==> config.mk <==
export PLATFORM = sky130hd
export DESIGN_NAME = text_stream_writer
export DESIGN_NICKNAME = d
export VERILOG_FILES = /design/src/rtl/text_stream_writer.sv
export SDC_FILE = /design/constraint.sdc
export NUM_CORES = 1
export LEC_CHECK = 0
export ABC_AREA = 1
export ABC_CLOCK_PERIOD_IN_PS = 2300
export BUFFER_PORTS_ARGS = -buffer_cell sky130_fd_sc_hd__buf_2
export CORE_MARGIN = 3
export CORE_UTILIZATION = 61
export CTS_BUF_LIST = sky130_fd_sc_hd__clkbuf_4
export DETAILED_ROUTE_END_ITERATION = 6
export PLACE_DENSITY_LB_ADDON = 0.15
export SLEW_MARGIN = 15
export SYNTH_ARGS = -nofsm -noshare
export SYNTH_HDL_FRONTEND = slang
export SYNTH_SLANG_ARGS = --single-unit
==> constraint.sdc <==
create_clock -name clk -period 2.3 [get_ports clk]
set_input_delay 0.115 -clock clk [delete_from_list [all_inputs] [get_ports clk]]
set_output_delay 0.115 -clock clk [all_outputs]
set_load 0.02 [all_outputs]
==> src/rtl/text_stream_writer.sv <==
// Byte-stream to tile RAM writer: owns the write cursor, decodes printable and control
// bytes, and runs row / full-screen blanking sweeps through the registered write port.
//
// state  | meaning
// IDLE   | accepting bytes; services a pending clear first
// ROWCLR | blanking all columns of row cur_y after a line advance
// SCRCLR | blanking every cell row-major, then cursor returns home
module text_stream_writer #(
  parameter int         MAX_X = 40,
  parameter int         MAX_Y = 20,
  parameter logic [6:0] BLANK = 7'h20
) (
  input  logic        clk,
  input  logic        reset,
  input  logic        rx_valid,
  input  logic [7:0]  rx_data,
  output logic        rx_ready,
  input  logic        clear,
  output logic        we,
  output logic [11:0] addr_w,
  output logic [6:0]  din,
  output logic [6:0]  cur_x,
  output logic [4:0]  cur_y,
  output logic        busy
);

  localparam int         CNT_W   = $clog2(MAX_X * MAX_Y + 1);
  localparam logic [6:0] X_LAST  = 7'(MAX_X - 1);
  localparam logic [4:0] Y_LAST  = 5'(MAX_Y - 1);
  localparam logic [CNT_W-1:0] ROW_CNT = CNT_W'(MAX_X);
  localparam logic [CNT_W-1:0] SCR_CNT = CNT_W'(MAX_X * MAX_Y);

  typedef enum logic [1:0] {IDLE, ROWCLR, SCRCLR} state_t;

  state_t           state;
  logic             clear_pending;
  logic             clear_req;
  logic [CNT_W-1:0] sweep_cnt;
  logic [6:0]       sweep_x;
  logic [4:0]       sweep_y;
  logic [4:0]       next_y;
  logic             printable;

  // A clear arriving in the same cycle already blocks the byte.
  assign clear_req = clear_pending | clear;
  assign rx_ready  = (state == IDLE) && !clear_req;
  assign next_y    = (cur_y == Y_LAST) ? 5'd0 : cur_y + 5'd1;
  assign printable = (rx_data >= 8'h20) && (rx_data <= 8'h7E);

  always_ff @(posedge clk or negedge reset) begin
    if (!reset) begin
      state         <= IDLE;
      clear_pending <= 1'b0;
      sweep_cnt     <= '0;
      sweep_x       <= '0;
      sweep_y       <= '0;
      we            <= 1'b0;
      addr_w        <= '0;
      din           <= '0;
      cur_x         <= '0;
      cur_y         <= '0;
      busy          <= 1'b0;
    end else begin
      we <= 1'b0;
      case (state)
        IDLE: begin
          busy <= 1'b0;
          if (clear_req) begin
            clear_pending <= 1'b0;
            state         <= SCRCLR;
            busy          <= 1'b1;
            sweep_cnt     <= SCR_CNT;
            sweep_x       <= '0;
            sweep_y       <= '0;
          end else if (rx_valid && !rx_data[7]) begin
            if (printable) begin
              we     <= 1'b1;
              addr_w <= {cur_y, cur_x};
              din    <= rx_data[6:0];
              if (cur_x != X_LAST) begin
                cur_x <= cur_x + 7'd1;
              end else begin
                cur_x     <= '0;
                cur_y     <= next_y;
                state     <= ROWCLR;
                busy      <= 1'b1;
                sweep_cnt <= ROW_CNT;
                sweep_x   <= '0;
              end
            end else begin
              case (rx_data)
                8'h0D: cur_x <= '0;
                8'h0A: begin
                  cur_x     <= '0;
                  cur_y     <= next_y;
                  state     <= ROWCLR;
                  busy      <= 1'b1;
                  sweep_cnt <= ROW_CNT;
                  sweep_x   <= '0;
                end
                8'h08: begin
                  if (cur_x != 7'd0) begin
                    cur_x  <= cur_x - 7'd1;
                    we     <= 1'b1;
                    addr_w <= {cur_y, cur_x - 7'd1};
                    din    <= BLANK;
                  end
                end
                8'h0C: begin
                  state     <= SCRCLR;
                  busy      <= 1'b1;
                  sweep_cnt <= SCR_CNT;
                  sweep_x   <= '0;
                  sweep_y   <= '0;
                end
                default: ;
              endcase
            end
          end
        end
        ROWCLR: begin
          if (sweep_cnt != '0) begin
            we        <= 1'b1;
            addr_w    <= {cur_y, sweep_x};
            din       <= BLANK;
            sweep_x   <= sweep_x + 7'd1;
            sweep_cnt <= sweep_cnt - 1'b1;
          end else begin
            state <= IDLE;
            busy  <= 1'b0;
          end
        end
        SCRCLR: begin
          if (sweep_cnt != '0) begin
            we        <= 1'b1;
            addr_w    <= {sweep_y, sweep_x};
            din       <= BLANK;
            sweep_cnt <= sweep_cnt - 1'b1;
            if (sweep_x == X_LAST) begin
              sweep_x <= '0;
              sweep_y <= sweep_y + 5'd1;
            end else begin
              sweep_x <= sweep_x + 7'd1;
            end
          end else begin
            state <= IDLE;
            busy  <= 1'b0;
            cur_x <= '0;
            cur_y <= '0;
          end
        end
        default: state <= IDLE;
      endcase
      // Clears seen outside IDLE queue exactly one further full clear.
      if (state != IDLE && clear) clear_pending <= 1'b1;
    end
  end

endmodule

# --- Yosys cells after proc, flatten, opt, wreduce, memory -nomap -nowiden ---
# Cells that the tools add are included.
word_totals:
  input_bits: 12
  out_inout_bits: 34
  register_bits: 58
classes:
  eq_ne: 29
  muxes: 78
  n_bitwise: 1
  n_addsub: 6
  reduce_logical: 28
  order_cmp: 2
ops:
  columns: ["operator", "count"]
  rows:
  - ["2-to-1 mux 7 bit", 20]
  - ["2-to-1 mux 12 bit", 7]
  - ["2-to-1 mux 5 bit", 13]
  - ["2-to-1 mux 10 bit", 5]
  - ["case mux 7 bit (2 select lines)", 3]
  - ["case mux 10 bit (2 select lines)", 2]
  - ["case mux 12 bit (3 select lines)", 1]
  - ["== test 8 x 4 -> 1 bit, second input constant", 4]
  - ["AND reduction 6 bit", 5]
  - ["case mux 7 bit (3 select lines)", 1]
  - ["case mux 5 bit (2 select lines)", 2]
  - ["2-to-1 mux 1 bit", 15]
  - ["!= test 3 x 2 -> 1 bit, second input constant", 5]
  - ["adder 7 x 1 -> 7 bit, second input constant", 2]
  - ["!= test 2 bit, second input constant", 6]
  - ["!= test 4 bit, second input constant", 3]
  - ["adder 5 x 1 -> 5 bit, second input constant", 2]
  - ["2-to-1 mux 2 bit", 5]
  - ["nonzero test 10 bit", 1]
  - ["nonzero test 2 bit", 5]
  - ["subtractor 10 x 1 -> 10 bit, second input constant", 1]
  - [">= comparator 8 x 6 -> 1 bit, second input constant", 1]
  - ["less-or-equal comparator 8 x 7 -> 1 bit, second input constant", 1]
  - ["case mux 2 bit (2 select lines)", 2]
  - ["other kinds (22)", 32]

# --- Depth between registers and ports, before layout ---
# Gate-level depths: netlist of the first run.
logic_depth:
  depth_word: 7
  mapped_depth: 11
  mapped_depth_nobuf: 11

# --- Least setup slack after synthesis of the first run ---
# No wires, ideal clock.
synth_path:
  kind: "flip-flop to flip-flop"
  start: "reg state[0]"
  end: "reg sweep_cnt[0]"
  stages_incl_launch_ff: 12
  path_slack_ns: 0.533
  required_time_ns: 2.183
  setup_time_ns: 0.117
  t_arrival_ns: 1.650
  period_less_slack_ns: 1.767
  cell_sequence: "dfrtp_1 inv_1 ha_1 buf_4 inv_2 nor2_4 nand2_2 nor2_4 nor2_4 buf_6 nand3_1 nand2_1"
synth_via:
  elab_chain_cells: 4
  word_cells_on_any_way: 11
  cone_classes: "eq/ne (6); mux (1); reduce/logical (4)"
synth_lines:
  columns: ["item", "line", "source"]
  rows:
  - ["from (decl)", "35", "state_t state;"]
  - ["from (signal assigned)", "52", "state <= IDLE;"]
  - ["from (signal assigned)", "70", "state <= SCRCLR;"]
  - ["from (signal assigned)", "85", "state <= ROWCLR;"]
  - ["== test 2 bit / == test 2 x 1 -> 1 bit (equally long branches)", "65", "case (state)"]
  - ["OR reduction 2 bit (no source line)", null, null]
  - ["!= test 2 x 1 -> 1 bit (no source line) / nonzero test 2 bit (equally long branches)", null, null]
  - ["AND reduction 5 bit (no source line)", null, null]
  - ["to (signal assigned)", "127", "sweep_cnt <= sweep_cnt - 1'b1;"]
  - ["to (signal assigned)", "138", "sweep_cnt <= sweep_cnt - 1'b1;"]
  - ["to (decl)", "38", "logic [CNT_W-1:0] sweep_cnt;"]
# Several ways; a longest one is shown, not always the timed one.
# A chain may end at the register's enable or synchronous reset.

# --- Final worst setup path of the first run ---
layout_path:
  start: "reg state[0]"
  end: "reg sweep_cnt[3]"
# Same word-level chain as after synthesis.

==> results.py, run 1 <==
metrics = {
    "status": {
        "status": "complete, no violations",
    },
    "final_layout": {
        "num-fill-cells": 561,
        "fin_util_pct": 71.3,
        "nets": 715,
        "syn_to_final_growth_pct": 10.6,
        "instances_no_fill": 772,
        "antenna_cells": 0,
        "layout-drive-gt1-share_pct": 16.0,
        "register_area_sq_um": 1450,
        "multiInputGateArea_sq_um": 2460,
    },
    "floorplan": {
        "rows": 29,
        "io_pins": 46,
        "core_sq_um": 6530,
        "start_util_pct": 64.5,
        "die_x_microns": 89.1,
        "die_area_sq_um": 7940,
        "die_h_microns": 89.1,
    },
    "worst_setup_path": {
        "critPathMaxFanout": 10,
        "startpoint": "state[0]",
        "crit_end": "sweep_cnt[3]",
        "r2r_setup_slack_ns": 0.23,
        "r2r-start": "state[0]",
        "path_class": "register to register",
        "rr_worst_depth": 10,
        "reg2reg_to": "sweep_cnt[3]",
        "worst_setup_path_start_kind": "register",
        "critPathCaptureType": "register",
        "cp_data_arrival_time_ns": 2.42,
        "required_ns": 2.64,
    },
    "logic_synthesis": {
        "synth_seq_cells": 58,
        "synth-edff-count": 0,
        "synth_warnings": 0,
        "muxShareOfSynthArea_pct": 0,
        "yosys-top-cells-area": "dfrtp_1 34%, nand2_1 22%, nand3_1 9.4%",
        "synthCells": 642,
        "synth_area_per_cell_sq_um": 6.56,
        "synthSimpleGateAreaFrac_pct": 47.6,
        "synth_top_family_by_area": "simple AND/OR/NAND/NOR gates",
        "yosysMostFrequentCell": "nand2_1",
        "synth_seq_area_share_pct": 34.5,
        "async_reset_ff_share_pct": 100,
        "synth_fp_nets": 666,
        "ys.flop_type": "dfrtp_1",
        "synthTopCellsByCount": "247 x nand2_1, 85 x nor2_1, 79 x nand3_1",
        "synth_top_area_share_pct": 34.5,
        "synth-compound-area-share_pct": 5.26,
        "synth-xor-area-share_pct": 1.87,
        "ys_types": 35,
        "syn_area_sq_um": 4210,
        "synthAdderAreaFrac_pct": 3.57,
        "yosysTopAreaCell": "dfrtp_1",
    },
    "clock_tree": {
        "clock_sinks": 58,
        "clkTransAtPathRegs_ns": 0.10,
        "cts_tree": "done",
        "cts_made_buffers": 9,
        "clk_path_buf_depth": 2,
        "clockRootBuffer": "clkbuf_4",
        "cts_setup_buffers": 0,
        "htreeDepth": 3,
        "clk_latency_ns": 0.42,
    },
    "power_and_ir_drop": {
        "power_density_nw_per_um2": 1220,
        "leakagePower_nw": 2.54,
        "ir_drop_v": 0.000722,
        "fin_total_pwr_w": 0.00567,
    },
    "sta": {
        "fin_skew_ns": 0.0191,
        "rsz0062_at_grt": "no",
        "maxSlewViolCount": 0,
        "relSlewSlack_pct": 63.6,
        "worst_pin_slew_ns": 0.545,
        "layout_worst_path_cycle_share_pct": 90.2,
        "final-setup-viol-count": 0,
        "hold_viol_final": 0,
        "fmax_mhz": 482,
        "period_needed_ns": 2.07,
        "setup-tns-final_ns": 0,
    },
    "place": {
        "post-place-cells": 755,
        "place_hpwl_mm": 7.85,
        "routabilityCongestion": 0.941,
        "portBuffers": 45,
    },
    "global_route": {
        "grt_pass1_vias": 4020,
        "grt_first_pass_wirelength_mm": 18.2,
        "grt.total_usage_pct": 29.2,
        "grt-ovfl-total": 0,
        "grt_max_degree": 59,
        "antenna_found_initial": 0,
    },
    "drt": {
        "drc": 0,
        "drt_wl_total_mm": 10.8,
        "ant_nets": 0,
        "initialDrtViolationCount": 315,
        "routedWlPerCell_microns": 14.0,
        "vias": 4329,
        "firstDrtPassIters": 5,
        "viasPerCell": 5.61,
    },
    "flow_run": {
        "drv_cap": 0,
    },
    "min_path": {
        "hold_path_class": "input pin to register",
    },
}
## cell type report
type | instances | share of cell area, %
clock inverters | 6 | 1.26
flip-flops and latches | 58 | 31.2
inverters | 56 | 4.51
clock buffers | 9 | 1.45
multi-input cells | 511 | 52.7
repair buffers | 55 | 6.82
well taps | 77 | 2.07
## where the power goes
part	switching, W	internal [W]
clock	0.000400	0.000318
combinational	0.00229	0.00104
sequential	0.000314	0.00131
## timing repair
| item | CTS | global route |
|---|---|---|
| resized for setup | 0 | 1 |
| hold buffers | 2 | 0 |
| endpoints found under the hold margin | 59 | 0 |
| setup endpoints to repair | 0 | 10 |
## state kept, by name (all words and copies together), names as in the netlist
name,count
addr_w,12
busy,1
clear_pending,1
cur_x,7
cur_y,5
din,7
state,2
sweep_cnt,10
sweep_x,7
sweep_y,5
we,1
## per-layer routing
layer / vias up / track usage [%] / part of all wire [%]
li1: 2138 / - / -
met1: 1994 / 38.8 / 43
met2: 170 / 48.3 / 48
met3: 27 / 4.98 / 6.7
met4: 0 / 10.1 / 1.8
met5: - / 0 / 0
## per-stage QoR
stage | setup WS, ns | cell area [sq um] | hold WS (ns)
after floorplan | 0.533 | 4210 | -0.181
after global placement | 0.356 | 4510 | 0.143
after detailed placement | 0.214 | 4510 | 0.143
after CTS | 0.200 | 4660 | 0.0672
after global routing | 0.0217 | 4660 | 0.0905
final | 0.226 | 4660 | 0.0796
## cell usage in the layout, fill, tap and decap left out, drive strengths merged, types with 3 or more instances in the layout
master / instances
nand3b: 4
clkinv: 4
nand4: 10
nand2: 257
o21ai: 19
nor2: 96
nand3: 84
o211ai: 3
a21oi: 10
buf: 53
dfrtp: 58
xor2: 7
clkbuf: 9
inv: 56
ha: 12
## worst max-delay path: stages (launching register included)
cell and delay, ns:
dfrtp_1 0.42, inv_1 0.11, ha_1 0.40, inv_2 0.16, nor2_4 0.22, nand2_2 0.12
nor2_4 0.16, inv_2 0.07, nand3_2 0.20, nand2_1 0.09, nand2_1 0.06
## cells by family after synthesis
kind of cell	count (synthesis)
flip-flops	58
buffers and inverters	73
AND/OR/NAND/NOR	456
adder cells (fa/ha/maj)	12
XOR/XNOR	9
AO/OA/AOI/OAI	34
## worst min path at each step
| stage | startpoint | slack, ns | end | depth (start not counted) |
|---|---|---|---|---|
| 2_1_floorplan | reset | -0.18 | addr_w[0] | 0 |
| 3_3_place_gp | reset | 0.14 | cur_x[5] | 2 |
| 3_5_place_dp | reset | 0.14 | cur_x[5] | 2 |
| 4_1_cts | rx_data[4] | 0.07 | din[4] | 5 |
| 5_1_grt | rx_data[2] | 0.09 | din[2] | 5 |
| 6_report | rx_data[4] | 0.08 | din[4] | 5 |
(Power assumes the default switching activity.)
==> run 2: changes to the inputs <==
Settings changed: CORE_ASPECT_RATIO set to 1.75.
==> run 2 against run 1 <==
Net effect: hold slack got worse by 0.035 ns; first-iteration DRC count grew 5.7%; via count grew 0.12%; maximum frequency up 2.8%; clock power is 19% lower; non-clock buffer count rose by 4; sequential share of layout area increased by 0.084 points; largest cell class unchanged; sequential power is essentially flat; sequential cell count is the same; total power decreased by 2.0%.
==> results.py, run 2 (synthesized netlist as in run 1, its figures left out) <==
metrics = {
    "clock_tree": {
        "clock_sinks": 58,
        "htreeDepth": 3,
        "cts_made_buffers": 9,
        "clk_latency_ns": 0.43,
        "clkTransAtPathRegs_ns": 0.10,
        "clk_path_buf_depth": 2,
        "cts_tree": "done",
        "ctsResizeCount": 0,
        "clockRootBuffer": "clkbuf_4",
    },
    "drt": {
        "initialDrtViolationCount": 333,
        "drc": 0,
        "vias": 4334,
        "top_layer_used": "met4",
        "firstDrtPassIters": 5,
        "drt_wl_total_mm": 10.9,
        "met2_length_mm": 5.74,
        "dr_wl_met3_microns": 540,
        "viasPerCell": 5.55,
        "met1Wirelength_mm": 4.12,
        "routedWlPerCell_microns": 13.9,
        "ant_nets": 0,
    },
    "worst_setup_path": {
        "path_class": "register to register",
        "r2r_setup_slack_ns": 0.28,
        "path_delay_family": "simple AND/OR/NAND/NOR gates",
        "crit_path_max_incr_delay_ns": 0.42,
        "crit_buf_inv": 1,
        "critPathSlowestCell": "dfrtp_1",
        "r2r-start": "state[0]",
        "worst_setup_path_start_kind": "register",
        "reg2reg_to": "cur_x[2]",
        "rr_worst_depth": 8,
        "cp_cell_sequence": "inv_1 > ha_1 > nor2_1 > nand3b_1 > a21oi_4 > nand3_2 > nand2_1 > nand2_1",
        "cp_data_arrival_time_ns": 2.35,
        "required_ns": 2.63,
        "crit_top_cell": "nand2_1",
        "critPathMaxFanout": 10,
        "critPathCaptureType": "register",
    },
    "global_route": {
        "grt_first_pass_wirelength_mm": 17.8,
        "grt_pass1_vias": 4073,
        "grt-ovfl-total": 0,
        "grt.total_usage_pct": 29.5,
        "antenna_found_initial": 0,
        "grt_max_degree": 25,
    },
    "min_path": {
        "min_to": "din[2]",
        "hp-start": "rx_data[2]",
        "hold_path_class": "input pin to register",
        "hold_depth": 5,
    },
    "floorplan": {
        "rows": 39,
        "die_x_microns": 68.8,
        "core_sq_um": 6640,
        "die_h_microns": 116,
        "io_pins": 46,
        "die_area_sq_um": 7970,
        "start_util_pct": 63.4,
    },
    "power_and_ir_drop": {
        "swShare_pct": 53.5,
        "power_frac_comb_pct": 60.9,
        "seq_power_share_pct": 28.7,
        "p_switching_w": 0.00298,
        "power_density_nw_per_um2": 1200,
        "ir_drop_v": 0.000649,
        "clockPowerShare_pct": 10.4,
        "fin_total_pwr_w": 0.00556,
        "leakagePower_nw": 2.54,
        "p_int_w": 0.00258,
    },
    "sta": {
        "relSlewSlack_pct": 59.8,
        "rsz0062_at_grt": "no",
        "worst_pin_slew_ns": 0.603,
        "layout_worst_path_cycle_share_pct": 87.7,
        "period_needed_ns": 2.02,
        "maxSlewViolCount": 0,
        "layout_setup_ws_ns": 0.283,
        "fin_skew_ns": 0.00980,
        "hold_viol_final": 0,
        "setup-tns-final_ns": 0,
        "final-setup-viol-count": 0,
        "fmax_mhz": 496,
    },
    "final_layout": {
        "layout-drive-gt1-share_pct": 16.0,
        "nets": 719,
        "multiInputGateArea_sq_um": 2450,
        "register_area_sq_um": 1450,
        "top_register": "addr_w",
        "top_regs": "addr_w: 12 flops, sweep_cnt: 10 flops",
        "largest_reg_flops": 12,
        "final_cell_mix": "247 x nand2_1, 85 x nor2_1, 79 x nand3_1, 58 x dfrtp_1, 45 x buf_2",
        "fin_util_pct": 70.0,
        "num-fill-cells": 608,
        "final_common_cell": "nand2_1",
        "syn_to_final_growth_pct": 10.3,
        "antenna_cells": 0,
    },
    "place": {
        "place_hpwl_mm": 8.26,
        "routabilityCongestion": 0.945,
        "dpl_worst_slack_ns": 0.302,
        "portBuffers": 45,
    },
    "status": {
        "status": "complete, no violations",
    },
    "flow_run": {
        "drv_cap": 0,
    },
}
-- run 2: how the worst max path moves through the flow --
stage,from,to,slack [ns],depth (start not counted)
after floorplan,state[0],sweep_cnt[0],0.53,11
after global placement,state[0],sweep_cnt[2],0.35,10
after detailed placement,state[0],sweep_cnt[4],0.30,10
after CTS,state[0],rx_ready,0.28,5
after global routing,state[0],sweep_cnt[1],0.07,10
final,state[0],cur_x[2],0.28,8
-- run 2: cell type report --
type,instances,share of cell area [%]
clock buffer,9,1.45
clock inverter,6,0.539
inverter,56,4.52
multi-input combinational,511,52.8
sequential,58,31.2
tap,82,2.21
timing repair buffer,59,7.22
-- run 2: repair_timing --
action,CTS,global route
endpoints found under the hold margin,22,0
setup buffers,0,0
endpoints found under the setup margin,0,0
hold buffers,2,0
-- run 2: through the flow --
step | instances | hold WS (ns) | cell area [sq um]
floorplan | 642 | -0.181 | 4210
global placement | 764 | 0.134 | 4530
detailed placement | 764 | 0.141 | 4530
CTS | 781 | 0.0267 | 4650
global route | 781 | 0.0653 | 4650
finish | 781 | 0.0448 | 4650
-- run 2: worst reg2reg max path: cells and delay by family, from the launching register on --
kind,cells,cell delay (ns)
compound gates,1,0.31
fa+ha+maj,1,0.39
buf+inv,1,0.09
flops,1,0.42
simple gates,5,0.71
-- run 2: metal layers --
metal / up-vias / GRT usage [%]
met1: 1990 / 31.8
met4: 0 / 16.7
met5: - / 0
met3: 52 / 5.72
met2: 152 / 51.9
li1: 2140 / -
-- run 2: power by group through the flow --
stage               clock [W]  combinational (W)  sequential, W
floorplan                   0            0.00233        0.00175
global placement            0            0.00330        0.00160
detailed placement          0            0.00334        0.00161
CTS                  0.000594            0.00336        0.00159
global route         0.000629            0.00378        0.00163
finish               0.000578            0.00338        0.00159
==> run 3: changes to the inputs <==
Settings changed: PLACE_DENSITY_LB_ADDON 0.15 to 0.12.
==> run 3 against run 2 <==
Net effect: register-to-register slack worse by 0.03 ns; sequential share of layout area fell by 0.20 points; die area unchanged; final cell count fell by 0.26%; setup slack worse by 0.040 ns; clock-buffer cell count grew 1; via count increased by 0.30%; maximum frequency shrank 2.0%; core utilization up 0.45 points; first-iteration DRC count grew 17%; total power up 3.0%; critical path depth decreased by 3.
==> results.py, run 3 (synthesized netlist as in run 1, its figures left out) <==
metrics = {
    "status": {
        "status": "complete, no violations",
    },
    "sta": {
        "relSlewSlack_pct": 54.8,
        "fmax_mhz": 486,
        "rsz0062_at_grt": "no",
        "final-setup-viol-count": 0,
        "fin_skew_ns": 0.0187,
        "maxSlewViolCount": 0,
        "hold_ws_ns": 0.0337,
        "worst_pin_slew_ns": 0.678,
        "layout_worst_path_cycle_share_pct": 89.4,
        "setup-tns-final_ns": 0,
        "period_needed_ns": 2.06,
        "hold_viol_final": 0,
    },
    "final_layout": {
        "largest_reg_flops": 12,
        "final_common_cell": "nand2_1",
        "instances_no_fill": 779,
        "fin_area_sq_um": 4680,
        "top_regs": "addr_w: 12 flops, sweep_cnt: 10 flops",
        "antenna_cells": 0,
        "layout-drive-gt1-share_pct": 16.4,
        "final_cell_mix": "247 x nand2_1, 85 x nor2_1, 79 x nand3_1, 58 x dfrtp_1, 45 x buf_2",
        "nets": 716,
        "syn_to_final_growth_pct": 11.1,
        "top_register": "addr_w",
    },
    "power_and_ir_drop": {
        "leakagePower_nw": 2.55,
        "ir_drop_v": 0.000715,
        "fin_total_pwr_w": 0.00572,
        "power_density_nw_per_um2": 1220,
    },
    "floorplan": {
        "die_x_microns": 68.8,
        "rows": 39,
        "start_util_pct": 63.4,
        "core_sq_um": 6640,
        "io_pins": 46,
        "die_area_sq_um": 7970,
        "die_h_microns": 116,
    },
    "worst_setup_path": {
        "critPathMaxFanout": 10,
        "required_ns": 2.18,
        "cp_cell_sequence": "inv_1 > ha_1 > inv_2 > nor2_4 > buf_2",
        "path_class": "register to output pin",
        "crit_buf_inv": 3,
        "cp_data_arrival_time_ns": 1.94,
        "critPathSlowestCell": "dfrtp_1",
        "path_delay_family": "buffers and inverters",
        "critPathCaptureType": "output pin",
        "worst_setup_path_start_kind": "register",
        "crit_path_max_incr_delay_ns": 0.43,
    },
    "place": {
        "place_hpwl_mm": 8.18,
        "post-place-cells": 761,
        "dpl_cell_area_sq_um": 4520,
        "portBuffers": 45,
        "routabilityCongestion": 0.956,
    },
    "drt": {
        "firstDrtPassIters": 5,
        "ant_nets": 0,
        "drc": 0,
        "initialDrtViolationCount": 389,
        "drt_wl_total_mm": 10.9,
        "viasPerCell": 5.58,
        "vias": 4347,
        "routedWlPerCell_microns": 14.0,
    },
    "global_route": {
        "grt_max_degree": 33,
        "grt_first_pass_wirelength_mm": 18.2,
        "grt_pass1_vias": 4122,
        "grt.total_usage_pct": 30.2,
        "antenna_found_initial": 0,
        "grt-ovfl-total": 0,
    },
    "clock_tree": {
        "clkTransAtPathRegs_ns": 0.11,
        "clock_sinks": 58,
        "cts_made_buffers": 9,
        "clk_latency_ns": 0.44,
        "clockRootBuffer": "clkbuf_4",
        "clk_path_buf_depth": 2,
        "cts_setup_buffers": 0,
        "htreeDepth": 3,
        "ctsResizeCount": 0,
        "cts_tree": "done",
    },
    "min_path": {
        "hold_path_class": "input pin to register",
    },
    "flow_run": {
        "drv_cap": 0,
    },
}
-- run 3: final cells by class --
type | instances | area, sq um
clock buffers | 10 | 75.1
multi-input cells | 511 | 2450
flip-flops and latches | 58 | 1450
repair buffers | 56 | 325
fillers | 584 | 1960
inverters | 56 | 210
well taps | 82 | 103
clock inverters | 6 | 57.6
-- run 3: worst paths after layout --
path	from	end	slack, ns	cells past startpoint
max	state[0]	rx_ready	0.24	5
min	rx_data[4]	din[4]	0.03	5
max reg2reg	state[0]	sweep_cnt[2]	0.25	10
min reg2reg	addr_w[11]	addr_w[11]	0.47	2
max in group asynchronous	reset	addr_w[10]	1.44	3
min in group asynchronous	reset	din[2]	0.24	2
-- run 3: what timing repair did --
action                     in CTS  in global routing
hold endpoints to repair       27                  0
hold buffers                    2                  0
setup endpoints to repair       0                  0
-- run 3: worst min-delay path, cell delays in order --
cell and delay [ns]:
buf_2 0.11, inv_1 0.06, nor2_1 0.04, nand3_1 0.07, nand2_1 0.05
-- run 3: routing by layer --
metal / global-route usage, % / share of wire [%] / vias up
li1: - / - / 2132
met3: 7.37 / 6.2 / 46
met2: 52.1 / 52 / 195
met5: 0 / 0 / -
met4: 15.2 / 3.7 / 0
met1: 33.4 / 38 / 1974
-- run 3: power by group --
group	internal (W)	switching (W)	leakage, nW
Combinational	0.00105	0.00230	1.71
Sequential	0.00131	0.000302	0.770
Clock	0.000336	0.000425	0.0759
-- run 3: through the flow --
stage	setup WS, ns	utilization (%)
global route	0.0569	70.5
CTS	0.245	70.5
detailed placement	0.288	68.2
finish	0.243	70.5
floorplan	0.533	-
global placement	0.378	68.2
